[config.mk]
export PLATFORM = sky130hd
export DESIGN_NAME = round_robin_arbiter8
export DESIGN_NICKNAME = d
export VERILOG_FILES = /design/src/rtl/round_robin_arbiter8.sv
export SDC_FILE = /design/constraint.sdc
export NUM_CORES = 1
export LEC_CHECK = 0
export BUFFER_PORTS_ARGS = -buffer_cell sky130_fd_sc_hd__clkbuf_2
export CAP_MARGIN = 20
export CELL_PAD_IN_SITES_DETAIL_PLACEMENT = 0
export CELL_PAD_IN_SITES_GLOBAL_PLACEMENT = 1
export CORE_MARGIN = 2
export CORE_UTILIZATION = 40
export CTS_CLUSTER_DIAMETER = 30
export DETAILED_ROUTE_END_ITERATION = 7
export MAX_ROUTING_LAYER = met4
export PLACE_DENSITY_LB_ADDON = 0.3
export SYNTH_ARGS = -nofsm -noshare
export SYNTH_HDL_FRONTEND = slang
export SYNTH_SLANG_ARGS = --single-unit
[constraint.sdc]
create_clock -name CLK -period 6.8 [get_ports CLK]
set_input_delay 0.68 -clock CLK [delete_from_list [all_inputs] [get_ports CLK]]
set_output_delay 0.68 -clock CLK [all_outputs]
set_load 0.005 [all_outputs]
[src/rtl/round_robin_arbiter8.sv]
// round_robin_arbiter8: 8-way round-robin arbiter holding each grant until the holder signals done
module round_robin_arbiter8 (
  input  logic       CLK,
  input  logic       ASYNCRESETN,
  input  logic [7:0] REQ,
  input  logic       DONE,
  output logic [7:0] GNT,
  output logic       VALID,
  output logic [2:0] PTR
);
  localparam logic [0:0] IDLE = 1'b0;
  localparam logic [0:0] BUSY = 1'b1;
  logic [0:0] state;
  logic [2:0] win;
  logic [2:0] pick;
  logic [7:0] rot;
  // rotate requests so PTR lands on bit 0, then the lowest set bit is the winner offset
  always_comb begin
    rot = 8'({REQ, REQ} >> PTR);
    pick = PTR;
    for (int k = 7; k >= 0; k--)
      if (rot[k]) pick = PTR + 3'(k);
  end
  // grant from IDLE, hold through BUSY, advance pointer past the winner only on release
  always_ff @(posedge CLK or negedge ASYNCRESETN) begin
    if (!ASYNCRESETN) begin
      state <= IDLE;
      GNT   <= '0;
      VALID <= 1'b0;
      PTR   <= '0;
      win   <= '0;
    end else if (state == IDLE && |REQ) begin
      state <= BUSY;
      GNT   <= 8'b1 << pick;
      VALID <= 1'b1;
      win   <= pick;
    end else if (state == BUSY && DONE) begin
      state <= IDLE;
      GNT   <= '0;
      VALID <= 1'b0;
      PTR   <= win + 3'd1;
    end
  end
endmodule

Word-level counts from Yosys, hierarchy flattened
Index checks and enable logic that the tools add are counted.

storage, ports and cells
  output and inout port bits = 12
  flip-flop bits (word level) = 15
  logic and storage cells = 33
  bits of input ports = 11

cells by class
  multiplexer cells = 12
  add/sub/neg operators = 8
  bitwise logic cells = 2
  shifts and indexed selects = 2
  reductions and logical operators = 5

operator list
  kind                                                                count
  3-bit two-way mux                                                   8
  8-bit two-way mux                                                   2
  16-bit by 3-bit right shift with 8-bit output                       1
  3-bit adder (second input constant)                                 4
  8-bit OR reduction                                                  1
  1-bit by 3-bit << shifter with 8-bit output (first input constant)  1
  3-bit by 1-bit adder with 3-bit output (second input constant)      2
  3-bit by 2-bit adder with 3-bit output (second input constant)      2
  1-bit logical AND                                                   2
  1-bit two-way mux                                                   2
  1-bit NOT                                                           2
  2-bit AND reduction                                                 1
  2-bit nonzero test                                                  1

Depth between registers and ports, before layout
  word-level depth = 11
  mapped depth = 11
  mapped depth without buffers = 9

Worst setup path before layout
OpenSTA, ideal clock, no wires.

  path kind = input -> register
  start point = input REQ[7]
  end point = register GNT[4]
  path buffers = 1
  stages on the path = 8
  slack = 4.074 ns
  data arrival time = 2.631 ns
  library setup time = 0.096 ns
  data required time = 6.704 ns
  cells stage by stage = clkbuf_1 > mux4_2 > mux2i_4 > nor2_2 > or4b_1 > a22o_1 > and2_4 > o31ai_1

on the way
  cells in the longest elaborated chain, start to end = 11
  elaborated cells on any way between the ends = 14
  classes of those cells = 2 x shift; 9 x mux; 3 x reduce/logical

ends and longest elaborated chain
  item                                           line  source
  from (decl)                                    5     input logic [7:0] REQ,
  16-bit by 3-bit right shift with 8-bit output  19    rot = 8'({REQ, REQ} >> PTR);
  3-bit two-way mux (8 in series)                22    if (rot[k]) pick = PTR + 3'(k);
  1-bit by 3-bit << shifter with 8-bit output    34    GNT <= 8'b1 << pick;
  8-bit two-way mux                              32    end else if (state == IDLE && |REQ) begin
  to (signal assigned)                           34
  to (decl)                                      7     output logic [7:0] GNT,

Several ways; a longest one is shown, not always the timed one.
A chain may end at the register's enable or synchronous reset.

Worst setup path after layout
  start point = register PTR[0]
  end point = register GNT[2]

on the way
  cells in the longest elaborated chain, start to end = 11
  elaborated cells on any way between the ends = 18
  classes of those cells = 7 x add/sub; 2 x shift; 9 x mux

ends and longest elaborated chain
  item                                                                                 line    source
  from (decl)                                                                          9       output logic [2:0] PTR
  from (signal assigned)                                                               41      PTR <= win + 3'd1;
  3-bit adder / 16-bit by 3-bit right shift with 8-bit output (equally long branches)  22, 19
  3-bit two-way mux (7 in series)                                                      22
  3-bit two-way mux *                                                                  22
  1-bit by 3-bit << shifter with 8-bit output *                                        34
  8-bit two-way mux *                                                                  32

Every way passes the cells marked *; elsewhere a longest branch is shown, timed or not.

==> flow_summary_export.csv <==
group,metric,value,unit
setup_path,crit_buf_inv,2,
clock_network,ctsRootBufferMaster,"clkbuf_8",
clock_network,clk_pin_slew,0.06,ns
synthesis,synth-simple-area-share,16.80,%
pwr,power.density,516.9,mW/mm²
synthesis,synth-edff-count,0,
synthesis,synth.avg_cell_area,9.455,µm²
clock_network,clock_path_buffers,2,
finish,final_cell_mix,"clkbuf_2 (22), dfrtp_1 (15), nand2_1 (15), a21oi_1 (12)",
synthesis,synth-main-ff-cell,"dfrtp_1",
setup_path,critPathMaxStageDelay,1.01,ns
sta,clock_skew,0.003322,ns
clock_network,insertion_delay,0.25,ns
finish,utilization,46.70,%
sta,rsz0062_at_grt,"false",
route,ant_nets,0,
finish,syn_to_final_growth,9.905,%
grt,antenna_found_initial,0,
synthesis,synth_mux_area_share,28.61,%
run,maxCapViolCount,0,
route,routed_via_density,6.185,
route,dr.pass1.iters,4,
route,wl,3.979,mm
clock_network,postCtsHoldBufs,0,
synthesis,yosys_warnings,0,
floorplan,fp.dieH,66.83,µm
grt,gr-usage-met3,1.689,%
synthesis,synth_top_family_by_area,"multiplexers",
route,vias,1435,
clock_network,htreeDepth,1,
floorplan,die_w,66.83,µm
setup_path,cp_top_family,"flip-flops",
floorplan,core_area,0.003716,mm²
sta,fmax,0.2932,GHz
route,drt_iter0_drc,111,
synthesis,yosys_register_bits,15,
setup_path,cp-start-kind,"register",
sta,tns,0,ns
grt,track_usage,19.99,%
synthesis,synth_nets,181,
placement,portBuffers,22,
hold_path,min_path_type,"input port to asynchronous set/reset pin",
synthesis,ys_types,45,
synthesis,ys_seq_area_share,23.77,%
grt,grt_pass1_vias,1316,
setup_path,worstPathArrival,3.56,ns
synthesis,netlist_area,0.001579,mm²
grt,grt_use_met1,27.57,%
synthesis,synthArstFlopShare,100.0,%
sta,worst_slew_pin_slew,1.011,ns
clock_network,cts_num_sinks,15,
setup_path,worstSetupEndpointType,"register",
synthesis,netlist_top_cells_area,"dfrtp_1 (24%), mux4_2 (16%), mux2_2 (6.4%)",
finish,nets,199,
finish,drive_gt1_share,28.80,%
synthesis,synth_top_area_cell,"dfrtp_1",
clock_network,post_cts_buffers,0,
floorplan,io_pins,23,
placement,dp_cells,228,
sta,finalSetupViolations,0,
synthesis,syn_inst,167,
floorplan,dieArea,0.004466,mm²
run_status,status,"complete, no violations",
route,route.detailed.drc,0,
clock_network,cts_tree,"yes",
pwr,ir_drop,0.2612,mV
synthesis,yosysTopAreaCellShare,23.77,%
finish,instances_no_fill,232,
clock_network,cts_resized,0,
grt,grt_busiest_layer,"met2",
sta,slew_violations,0,
synthesis,synth_adder_area_share,2.377,%
sta,fin_crit_sh,50.16,%
synthesis,synth_compound_area_share,21.79,%
sta,post-route-min-period,3.411,ns
sta,slew-limit-headroom,32.57,%
route,wl_per_cell,17.15,µm
grt,grt_pass1_wl,6.568,mm
setup_path,crit_fanout,26,
sta,finalHoldViolations,0,
pwr,p_leak,0.7209,nW
setup_path,critPathKind,"register to register",
grt,grt_max_degree,27,
grt,met2_usage,31.13,%
floorplan,rows,22,
synthesis,synth-xor-area-share,0.5547,%
setup_path,slowest_stage,"dfrtp_1",
setup_path,cp_cell_sequence,"clkinv_1, ha_1, inv_1, a211oi_1, a21oi_1, a21oi_1, a211oi_1, or3b_4, o31ai_1",
grt,overflow,0,
setup_path,crit_required,6.94,ns
placement,dp_hpwl,3.008,mm
clock_network,numCtsBuffers,3,
finish,final_common_cell,"clkbuf_2",
floorplan,start_util,42.49,%
finish,diodes,0,
placement,place_congestion,0.8729,
==> worst paths after layout <==
| kind | slack, ns | cells past startpoint | endpoint | start |
|---|---|---|---|---|
| worst min-delay path | 0.34 | 1 | GNT[1] | ASYNCRESETN |
| worst min register to register | 0.49 | 2 | GNT[5] | GNT[5] |
| worst max-delay path | 3.39 | 9 | GNT[2] | PTR[0] |
| min in group CLK | 0.49 | 2 | GNT[5] | GNT[5] |
| worst max register to register | 3.39 | 9 | GNT[2] | PTR[0] |
| max in group asynchronous | 6.19 | 1 | state | ASYNCRESETN |
==> metal layers <==
layer	part of all wire (%)	up-vias	wire length, µm
met1	44	688	1764
met2	50	48	1981
met5	0	-	0
met4	1.9	0	75
met3	4.0	10	158
li1	-	689	-
==> cell families (layout without fill, tap and decap cells) <==
kind of cell             count (synthesis)  in the layout
AO/OA/AOI/OAI                           49             49
XOR/XNOR                                 1              1
adder cells (fa/ha/maj)                  3              3
buffers and inverters                   18             35
flip-flops                              15             15
multiplexers                            29             29
AND/OR/NAND/NOR                         52             52
==> area by class of cell <==
cell class	count	area [µm²]
Fill cell	369	1981
Multi-Input combinational cell	134	1107
Sequential cell	15	375.4
Timing Repair Buffer	23	117.6
Tap cell	48	60.06
Clock buffer	4	45.04
Inverter	8	30.03
==> state kept, by name (all words and copies together) (netlist names) <==
name   flops
GNT        8
win        3
PTR        3
state      1
==> cell usage after synthesis, types with 4 or more instances <==
cell / count
nand3_1: 5
dfrtp_1: 15
a211oi_1: 5
clkbuf_1: 4
nor4_1: 5
mux4_2: 11
nor2_1: 11
o31ai_1: 8
o21ai_0: 5
nand2_1: 15
a21oi_1: 12
mux2_2: 9
mux2i_1: 8
inv_1: 7
==> power by group <==
part / switching, mW / internal [mW] / leakage [nW]
registers: 0.0683 / 0.121 / 0.189
logic: 0.348 / 0.288 / 0.509
clock network: 0.0300 / 0.0415 / 0.0228
==> stage by stage <==
stage	hold WS (ns)	power [mW]	setup slack [ns]	area, µm²
CTS	0.3448	0.8938	3.381	1735
detailed placement	0.4805	0.8202	3.373	1690
global placement	0.4645	0.8105	3.585	1690
floorplan	0.3844	0.6901	4.074	1579
global route	0.3554	0.9746	3.010	1735
finish	0.3350	0.8970	3.389	1735
No activity file was read; power rests on OpenSTA's default activity.
